## src/rtl/maze_video_source_if.sv

```systemverilog
// ============================================================================
// Module   : maze_video_source_if
// Brief    : Frame-memory read port and video output bus of maze_video_source.
// Revision : 1.0
// ============================================================================
`default_nettype none

interface maze_video_source_if;
   logic        mem_rd;
   logic [19:0] mem_addr;
   logic [7:0]  mem_data;
   logic        video_frame_valid;
   logic        video_line_valid;
   logic        video_data_valid;
   logic [7:0]  video_data_out;
   logic [19:0] video_address;

   modport master (
      output mem_rd,
      output mem_addr,
      input  mem_data,
      output video_frame_valid,
      output video_line_valid,
      output video_data_valid,
      output video_data_out,
      output video_address
   );

   modport slave (
      input  mem_rd,
      input  mem_addr,
      output mem_data,
      input  video_frame_valid,
      input  video_line_valid,
      input  video_data_valid,
      input  video_data_out,
      input  video_address
   );
endinterface

`default_nettype wire

```

## src/rtl/maze_video_source.sv

```systemverilog
// ============================================================================
// Module   : maze_video_source
// Brief    : Raster video timing generator with frame-memory or synthetic pixels.
// Revision : 1.0
// ============================================================================
`default_nettype none

module maze_video_source #(
   parameter int H_ACTIVE = 702,
   parameter int V_ACTIVE = 288,
   parameter int H_BLANK  = 16,
   parameter int V_BLANK  = 64,
   parameter int FV_LEAD  = 4
) (
   input  logic                clk,
   input  logic                reset,
   input  logic                enable,
   input  logic [1:0]          mode,
   output logic [9:0]          frame_count,
   output logic                busy,
   maze_video_source_if.master vid
);

   localparam int M1      = (H_ACTIVE > H_BLANK) ? H_ACTIVE : H_BLANK;
   localparam int M2      = (V_BLANK > FV_LEAD) ? V_BLANK : FV_LEAD;
   localparam int CNT_MAX = (M1 > M2) ? M1 : M2;
   localparam int CW      = $clog2(CNT_MAX + 1);
   localparam int VW      = $clog2(V_ACTIVE + 1);

   localparam logic [CW-1:0] LEAD_LAST = CW'(FV_LEAD - 1);
   localparam logic [CW-1:0] H_LAST    = CW'(H_ACTIVE - 1);
   localparam logic [CW-1:0] HB_LAST   = CW'(H_BLANK - 1);
   localparam logic [CW-1:0] VB_LAST   = CW'(V_BLANK - 1);
   localparam logic [VW-1:0] V_LAST    = VW'(V_ACTIVE - 1);

   typedef enum logic [2:0] {
      ST_IDLE   = 3'd0,
      ST_LEAD   = 3'd1,
      ST_LINE   = 3'd2,
      ST_HBLANK = 3'd3,
      ST_VBLANK = 3'd4
   } state_t;

   state_t        state_q, state_d;
   logic [CW-1:0] cnt_q, cnt_d;
   logic [VW-1:0] v_q, v_d;
   logic [1:0]    mode_q, mode_d;
   logic [19:0]   next_addr_q, next_addr_d;
   logic [19:0]   vaddr_q, vaddr_d;
   logic [9:0]    frame_count_q, frame_count_d;
   logic          fv_q, fv_d;
   logic          lv_q, lv_d;
   logic          dv_q, dv_d;
   logic [7:0]    data_out_q, data_out_d;
   logic          mem_rd_q, mem_rd_d;
   logic [19:0]   mem_addr_q, mem_addr_d;

   logic          start_frame;
   logic          in_line;
   logic          next_is_line;
   logic [7:0]    h8;
   logic [7:0]    v8;

   always_comb begin
      state_d       = state_q;
      cnt_d         = cnt_q;
      v_d           = v_q;
      mode_d        = mode_q;
      next_addr_d   = next_addr_q;
      vaddr_d       = vaddr_q;
      frame_count_d = frame_count_q;
      start_frame   = 1'b0;

      case (state_q)
         ST_IDLE: begin
            if (enable) begin
               start_frame = 1'b1;
            end
         end
         ST_LEAD: begin
            if (cnt_q == LEAD_LAST) begin
               state_d = ST_LINE;
               cnt_d   = '0;
            end else begin
               cnt_d = cnt_q + CW'(1);
            end
         end
         ST_LINE: begin
            if (cnt_q == H_LAST) begin
               cnt_d = '0;
               if (v_q == V_LAST) begin
                  state_d       = ST_VBLANK;
                  frame_count_d = frame_count_q + 10'd1;
               end else begin
                  state_d = ST_HBLANK;
               end
            end else begin
               cnt_d = cnt_q + CW'(1);
            end
         end
         ST_HBLANK: begin
            if (cnt_q == HB_LAST) begin
               state_d = ST_LINE;
               cnt_d   = '0;
               v_d     = v_q + VW'(1);
            end else begin
               cnt_d = cnt_q + CW'(1);
            end
         end
         ST_VBLANK: begin
            if (cnt_q == VB_LAST) begin
               cnt_d = '0;
               if (enable) begin
                  start_frame = 1'b1;
               end else begin
                  state_d = ST_IDLE;
               end
            end else begin
               cnt_d = cnt_q + CW'(1);
            end
         end
         default: begin
            state_d = ST_IDLE;
            cnt_d   = '0;
         end
      endcase

      // Mode is only captured here, so mid-frame changes wait for the next frame.
      if (start_frame) begin
         state_d     = ST_LEAD;
         cnt_d       = '0;
         v_d         = '0;
         mode_d      = mode;
         next_addr_d = '0;
         vaddr_d     = '0;
      end

      in_line = (state_d == ST_LINE);
      fv_d    = (state_d == ST_LEAD) || in_line || (state_d == ST_HBLANK);
      lv_d    = in_line;
      dv_d    = in_line;

      if (in_line) begin
         vaddr_d     = next_addr_q;
         next_addr_d = next_addr_q + 20'd1;
      end

      h8         = 8'(cnt_d);
      v8         = 8'(v_d);
      data_out_d = 8'd0;
      if (in_line) begin
         case (mode_d)
            2'd1:    data_out_d = (h8[4] ^ v8[4]) ? 8'd255 : 8'd0;
            2'd2:    data_out_d = 8'd128;
            2'd3:    data_out_d = h8;
            default: data_out_d = 8'd0;
         endcase
      end

      // Look one cycle ahead so the read lands exactly on its pixel cycle.
      next_is_line = ((state_d == ST_LEAD)   && (cnt_d == LEAD_LAST)) ||
                     ((state_d == ST_LINE)   && (cnt_d != H_LAST))    ||
                     ((state_d == ST_HBLANK) && (cnt_d == HB_LAST));
      mem_rd_d   = (mode_d == 2'd0) && next_is_line;
      mem_addr_d = mem_rd_d ? next_addr_d : mem_addr_q;
   end

   always_ff @(posedge clk) begin
      if (reset) begin
         state_q       <= ST_IDLE;
         cnt_q         <= '0;
         v_q           <= '0;
         mode_q        <= 2'd0;
         next_addr_q   <= '0;
         vaddr_q       <= '0;
         frame_count_q <= '0;
         fv_q          <= 1'b0;
         lv_q          <= 1'b0;
         dv_q          <= 1'b0;
         data_out_q    <= 8'd0;
         mem_rd_q      <= 1'b0;
         mem_addr_q    <= '0;
      end else begin
         state_q       <= state_d;
         cnt_q         <= cnt_d;
         v_q           <= v_d;
         mode_q        <= mode_d;
         next_addr_q   <= next_addr_d;
         vaddr_q       <= vaddr_d;
         frame_count_q <= frame_count_d;
         fv_q          <= fv_d;
         lv_q          <= lv_d;
         dv_q          <= dv_d;
         data_out_q    <= data_out_d;
         mem_rd_q      <= mem_rd_d;
         mem_addr_q    <= mem_addr_d;
      end
   end

   // Memory pixels arrive from the memory's own output register on the pixel cycle.
   assign vid.video_data_out    = ((mode_q == 2'd0) && dv_q) ? vid.mem_data : data_out_q;
   assign vid.video_frame_valid = fv_q;
   assign vid.video_line_valid  = lv_q;
   assign vid.video_data_valid  = dv_q;
   assign vid.video_address     = vaddr_q;
   assign vid.mem_rd            = mem_rd_q;
   assign vid.mem_addr          = mem_addr_q;
   assign frame_count           = frame_count_q;
   assign busy                  = (state_q != ST_IDLE);

endmodule

`default_nettype wire

```

## src/flat_wrapper.sv

```systemverilog
// flat-port wrapper written by rule: the top's interface ports become plain ports
module maze_video_source_flat 
#(
   parameter int H_ACTIVE = 702,
   parameter int V_ACTIVE = 288,
   parameter int H_BLANK  = 16,
   parameter int V_BLANK  = 64,
   parameter int FV_LEAD  = 4
)
  (clk, reset, enable, mode, frame_count, busy, vid_mem_rd, vid_mem_addr, vid_mem_data, vid_video_frame_valid, vid_video_line_valid, vid_video_data_valid, vid_video_data_out, vid_video_address);
  maze_video_source_if vid_i ();
  input  logic clk;
  input  logic reset;
  input  logic enable;
  input  logic [1:0] mode;
  output logic [9:0] frame_count;
  output logic busy;
  output wire logic [$bits(vid_i.mem_rd)-1:0] vid_mem_rd;
  output wire logic [$bits(vid_i.mem_addr)-1:0] vid_mem_addr;
  input wire logic [$bits(vid_i.mem_data)-1:0] vid_mem_data;
  output wire logic [$bits(vid_i.video_frame_valid)-1:0] vid_video_frame_valid;
  output wire logic [$bits(vid_i.video_line_valid)-1:0] vid_video_line_valid;
  output wire logic [$bits(vid_i.video_data_valid)-1:0] vid_video_data_valid;
  output wire logic [$bits(vid_i.video_data_out)-1:0] vid_video_data_out;
  output wire logic [$bits(vid_i.video_address)-1:0] vid_video_address;
  assign vid_mem_rd = vid_i.mem_rd;
  assign vid_mem_addr = vid_i.mem_addr;
  assign vid_i.mem_data = vid_mem_data;
  assign vid_video_frame_valid = vid_i.video_frame_valid;
  assign vid_video_line_valid = vid_i.video_line_valid;
  assign vid_video_data_valid = vid_i.video_data_valid;
  assign vid_video_data_out = vid_i.video_data_out;
  assign vid_video_address = vid_i.video_address;
  maze_video_source #(.H_ACTIVE(H_ACTIVE), .V_ACTIVE(V_ACTIVE), .H_BLANK(H_BLANK), .V_BLANK(V_BLANK), .FV_LEAD(FV_LEAD)) u_core (.clk(clk), .reset(reset), .enable(enable), .mode(mode), .frame_count(frame_count), .busy(busy), .vid(vid_i));
endmodule
```

## config.mk

```make
export PLATFORM = sky130hd
export DESIGN_NAME = maze_video_source_flat
export DESIGN_NICKNAME = d
export VERILOG_FILES = /design/src/rtl/maze_video_source_if.sv /design/src/rtl/maze_video_source.sv /design/src/flat_wrapper.sv
export SDC_FILE = /design/constraint.sdc
export NUM_CORES = 1
export LEC_CHECK = 0
export ABC_AREA = 1
export ABC_CLOCK_PERIOD_IN_PS = 5370
export BUFFER_PORTS_ARGS = -buffer_cell sky130_fd_sc_hd__buf_2
export CAP_MARGIN = 5
export CORE_ASPECT_RATIO = 1.1
export CORE_MARGIN = 4
export CORE_UTILIZATION = 45
export DETAILED_ROUTE_END_ITERATION = 10
export PLACE_DENSITY_LB_ADDON = 0.08
export SLEW_MARGIN = 30
export SYNTH_ARGS = -nofsm -noshare
export SYNTH_HDL_FRONTEND = slang
export SYNTH_SLANG_ARGS = --single-unit
```

## constraint.sdc

```tcl
create_clock -name clk -period 5.37 [get_ports clk]
set_clock_uncertainty 0.05 [all_clocks]
set_input_delay 0 -clock clk [delete_from_list [all_inputs] [get_ports clk]]
set_output_delay 0 -clock clk [all_outputs]
set_load 0.1 [all_outputs]
```

# After elaboration in Yosys (flattened, before gate mapping)
# Cells that the tools add are included.
[op_classes] addsub=4 n_mul=0 div=0 magnitude_cmp=0 eq_ne=18 shifts=0 muxes=28 bitwise=2 n_reduce_logical=18
[op_table] cell="$mux 20" count=4
[op_table] cell="$mux 10" count=5
[op_table] cell="$pmux 10 s5" count=1
[op_table] cell="$pmux 8 s3" count=1
[op_table] cell="$mux 3" count=7
[op_table] cell="$add 10x1->10 const B" count=2
[op_table] cell="$add 20x1->20 const B" count=1
[op_table] cell="$eq 10x2->1 const B" count=2
[op_table] cell="$eq 10x4->1 const B" count=2
[op_table] cell="$mux 8" count=2
[op_table] cell="$mux 5" count=3
[op_table] cell="$pmux 3 s5" count=1
[op_table] cell="$eq 3x2->1 const B" count=4
[op_table] cell="$eq 10x10->1 const B" count=1
[op_table] cell="$eq 10x6->1 const B" count=1
[op_table] cell="$ne 10x10->1 const B" count=1
[op_table] cell="$add 9x1->9 const B" count=1
[op_table] cell="$eq 9x9->1 const B" count=1
[op_table] cell="$eq 3x1->1 const B" count=2
[op_table] cell="$logic_and 1x1->1" count=5
[op_table] cell="$eq 2x2->1 const B" count=2
[op_table] cell="$logic_not 2->1" count=2
[op_table] cell="$logic_or 1x1->1" count=4
[op_table] cell="$reduce_or 2->1" count=2
[op_table] cell="other kinds (12)" count=13
[word_totals] regBits=105 latchBits=0 ramBits=0 mem_bits_ro=0 inputBits=13 memories=0

# Longest topological paths before layout
[logic_depth] depth_word=10 ltp_mapped=20

# Least setup slack after synthesis
# No wires, ideal clock.
[synth_timing] kind="reg-to-reg" startpoint="reg u_core.frame_count_q[1], in the netlist u_core.frame_count[1]" endpoint="reg u_core.frame_count_q[8], in the netlist u_core.frame_count[8]" setup_ns=0.076 arrival_ns=2.123 required_ns=5.244 slack_ns=3.122 stages_incl_launch_ff=10 period_less_slack_ns=2.248 path_cell_list="dfxtp_1 > ha_1 > nand3_1 > nor2_1 > nand2_1 > nor3_2 > nand2_1 > clkinv_1 > o21ai_0 > a21oi_1"
[synth_between] elab_chain_cells=1
[synth_rtl] element="start: declaration" line_no="maze_video_source.sv:50" rtl="logic [9:0] frame_count_q, frame_count_d;"
[synth_rtl] element="start signal: assignment" line_no="maze_video_source.sv:190" rtl="frame_count_q <= frame_count_d;"
[synth_rtl] element="$add 10x1->10" line_no="maze_video_source.sv:93" rtl="frame_count_d = frame_count_q + 10'd1;"
# Every way passes these cells.
# A chain may end at the register's enable or synchronous reset.

# Worst setup path in the final report
[layout_timing] startpoint="reg u_core.cnt_q[2]" endpoint="reg u_core.mem_addr_q[8], in the netlist u_core.vid.mem_addr[8]"
[layout_between] elab_chain_cells=9
[layout_rtl] element="start: declaration" line_no="maze_video_source.sv:45" rtl="logic [CW-1:0] cnt_q, cnt_d;"
[layout_rtl] element="start signal: assignment" line_no="maze_video_source.sv:185" rtl="cnt_q <= cnt_d;"
[layout_rtl] element="$add 10x1->10, or another cell as far along"
[layout_rtl] element="$mux 10, or another cell as far along" line_no="maze_video_source.sv:111" rtl="if (cnt_q == VB_LAST) begin"
[layout_rtl] element="$pmux 10 s5, or another cell as far along" line_no="maze_video_source.sv:74" rtl="case (state_q)"
[layout_rtl] element="$mux 10 / $mux 3 (equally long branches)" line_no="maze_video_source.sv:129" rtl="if (start_frame) begin"
[layout_rtl] element="$eq 10x2->1, or another cell as far along" line_no="maze_video_source.sv:161" rtl="next_is_line = ((state_d == ST_LEAD) && (cnt_d == LEAD_LAST)) ||"
[layout_rtl] element="$logic_and 1x1->1 (on tied branches)" line_no="maze_video_source.sv:161, maze_video_source.sv:162"
[layout_rtl] element="$logic_or 1x1->1" line_no="maze_video_source.sv:161"
[layout_rtl] element="$logic_or 1x1->1" line_no="maze_video_source.sv:162" rtl="((state_d == ST_LINE) && (cnt_d != H_LAST)) ||"
[layout_rtl] element="$logic_and 1x1->1" line_no="maze_video_source.sv:164" rtl="mem_rd_d = (mode_d == 2'd0) && next_is_line;"
[layout_rtl] element="end signal: assignment" line_no="maze_video_source.sv:196" rtl="mem_addr_q <= mem_addr_d;"
[layout_rtl] element="end: declaration" line_no="maze_video_source.sv:56" rtl="logic [19:0] mem_addr_q, mem_addr_d;"
# Parallel ways exist; a longest one is shown, timed or not.

==> metrics.md <==
| Metric | Value |
|---|---|
| Worst r2r path cells | 12 |
| Synth top area cells | dfxtp_1, nand2_1, nor2_1 |
| Root Buffer Master | clkbuf_16 |
| Share of cells above drive strength 1 | 19.5% |
| Post-synth EDFFs | 0 |
| GPL Wtd Cong | 0.915 |
| Longest Clk Path Bufs | 2 |
| Routed vias | 4987 |
| Setup TNS | 0 ns |
| Die Ht | 123 microns |
| Worst path bufs/invs | 1 |
| Via density per instance | 5.14 |
| WHS Path Cells | 3 |
| Ant. Diodes | 0 |
| Cts bufs inserted | 9 |
| DP HPWL | 10.4 mm |
| Cell Area, Synth | 5380 sq um |
| Critical Path RT | 5.61 ns |
| CP Launch Type | register |
| Slew margin rel. | 38.6% |
| Slowest-stage cell, CP | nor2_4 |
| CP arrival | 3.24 ns |
| Crit path top cell by count | nand2_1 |
| Core area | 11600 sq um |
| Period utilization | 55.9% |
| Skew-Pair Late Insertion Delay | 0.35 ns |
| Peak supply drop | 0.205 mV |
| Critical path, cell by cell | nand2_1 > nor2_4 > nand3_2 > nand2_1 > nand2_4 > o21ai_1 > inv_2 > nor2_4 > nand2_4 > nand2_1 > nand2_1 > nor2_1 |
| RSZ-0062 raised after global routing | false |
| Flops & latches, synth | 105 |
| DRC | 0 |
| Worst r2r src | u_core.cnt_q[2] |
| Global-route wire length before repair | 22.9 mm |
| Crit path capture type | register |
| Critical hold path startpoint | enable |
| Nets@finish | 833 |
| Setup-failing EPs final | 0 |
| Total track usage | 20.4% |
| CTS tree | built |
| Final slew viol count | 0 |
| Clk slew on worst S/H paths | 0.08 ns |
| Initial DRC Count | 233 |
| Max Freq | 0.333 GHz |
| H-tree Lvls | 3 |
| Leak pwr | 0.00261 uW |
| Max Cap Viol | 0 |
| IO Pins | 76 |
| Syn_nets | 773 |
| Largest net degree at the start of global routing | 43 |
| Antenna violations before repair | 0 |
| Min cycle time layout | 3.00 ns |
| Resize count post-CTS | 0 |
| Post-DRT Antenna Nets | 0 |
| Drt wl/cell | 14.4 microns |
| IO Port Bufs | 75 |
| Outcome | completed |
| Main flop type after synthesis | dfxtp_1 |
| Mean Syn Cell Area | 7.13 sq um |
| Number of global-route vias before repair | 4807 |
| Clock net sink count | 105 |
| Pwr Density | 260 nW/um^2 |
| Area grow syn2layout | 13.7% |
| Row count | 41 |
| WHS Endpoint | u_core.state_q[2] |
| Die ar. | 13800 sq um |
| Final Hold Vio Count | 0 |
| Cells after synthesis | 755 |
| Final WL | 13.9 mm |
| Sequential fraction of the synthesis area | 39.1% |
| Synth warn | 0 |
| Worst-Margin Slew | 0.918 ns |
| Distinct cells, synth | 44 |
| Kind of critical path | reg2reg |
| Async S/R FF share, synth | 0% |
| Synth area leader | dfxtp_1 |
| Slowest cell delay on critical path | 0.73 ns |
| Crit-path max FO | 33 |
| Count leader, synth | nand2_1 |
| Top cells by count, synth | nand2_1, dfxtp_1, nor2_1 |
| Top cell type's share of synthesized area | 39.1% |
| Die width | 112 microns |
| Core Util, Final | 52.8% |
| R2R Setup Slk | 2.37 ns |
| Grt total ovfl | 0 |
| HP Class | in2reg |
| Crit-path leading delay family | simple AND/OR/NAND/NOR gates |
| Worst R2R End | u_core.vid.mem_addr[8] |
| Initial Util | 46.4% |
| DRT Pass-1 Iters | 7 |
flip-flops by register name (all words and copies together), names as in the netlist:
register / flops
u_core.v_q: 9
u_core.vid.mem_rd: 1
u_core.vid.video_address: 20
u_core.data_out_q: 8
u_core.frame_count: 10
u_core.vid.video_frame_valid: 1
u_core.cnt_q: 10
u_core.next_addr_q: 20
u_core.vid.mem_addr: 20
u_core.mode_q: 2
u_core.state_q: 3
u_core.vid.video_line_valid: 1
logic make-up (layout without fill, tap and decap cells):
| kind of cell | count (synthesis) | in the layout | share of synthesized area [%] |
|---|---|---|---|
| AOI/OAI and AO/OA | 103 | 103 | 11.3 |
| xor gates and xnor gates | 23 | 23 | 3.74 |
| adders and majority gates | 5 | 5 | 1.16 |
| buffers and inverters | 132 | 197 | 10.5 |
| DFF | 105 | 105 | 39.1 |
| muxes | 8 | 8 | 1.67 |
| and+or+nand+nor | 379 | 379 | 32.6 |
power breakdown:
group          leakage, uW  switching, uW  total, uW  internal [uW]
clock network     0.000157            324        701            377
logic              0.00161           84.0        106           21.7
registers         0.000846           2.48        784            782
total              0.00261            411       1590           1180
placed cells by master, fill, tap and decap left out, drive strengths merged:
cell type	Yosys	routed
nand2	153	153
nor2	117	117
inv	102	106
dfxtp	105	105
buf	21	76
nand3	76	76
a21oi	44	44
o21ai	43	43
xor2	20	20
nor3	11	11
nand4	10	10
o22ai	9	9
clkbuf	8	9
mux2	8	8
ha	5	5
nor4	4	4
nand3b	3	3
xnor2	3	3
clkinv	1	3
o21bai	2	2
nor3b	2	2
o21a	2	2
dlygate4sd3	0	2
a21o	1	1
o211ai	1	1
and3	1	1
nor4b	1	1
a211oi	1	1
or2	1	1
bufinv	0	1
metrics by stage:
step	hold slack, ns	cells	instance area [sq um]	total power (uW)	setup slack, ns
finish	0.0370	970	6120	1590	2.37
global route	0.0968	970	6120	1650	2.06
CTS	0.0382	970	6120	1610	2.34
detailed placement	0.233	952	5780	907	2.37
global placement	0.230	952	5780	907	2.38
floorplan	0.111	755	5380	889	3.12
final cells by class:
cell class                 count  area (sq um)
sequential                   105          2100
clock buffer                   9           225
timing repair buffer          78           403
multi-input combinational    518          2720
clock inverter                 7          97.6
tap                          150           188
fill                        1179          5470
inverter                     103           387
metal layers:
layer  track usage (%)  vias to the layer above  share of wire (%)
met2              38.2                      116                 53
met5                 0                        -                  0
li1                  -                     2530                  -
met1              23.7                     2321                 42
met3              3.06                       20                4.0
met4              7.29                        0                1.8
worst reg2reg max path, delay by kind of cell, from the launching register on:
kind,cells,cell delay (ns)
AO/OA/AOI/OAI,1,0.31
flip-flops,1,0.52
AND/OR/NAND/NOR,10,1.96
buffers and inverters,1,0.10
how the worst max path moves through the flow:
stage | startpoint | to | slack (ns) | cells after the start
after detailed placement | u_core.cnt_q[2] | u_core.vid.mem_addr[8] | 2.37 | 11
after global placement | u_core.cnt_q[3] | u_core.vid.mem_addr[8] | 2.38 | 11
after CTS | u_core.cnt_q[2] | u_core.vid.mem_addr[8] | 2.34 | 12
after global routing | u_core.cnt_q[2] | u_core.vid.mem_addr[9] | 2.06 | 12
final | u_core.cnt_q[2] | u_core.vid.mem_addr[8] | 2.37 | 12
after floorplan | u_core.frame_count[1] | u_core.frame_count[8] | 3.12 | 9
what timing repair did:
item	in CTS	in global routing
endpoints found under the hold margin	2	0
buffers inserted	0	0
hold buffers	2	0
Power figures use the tool's default switching activity.
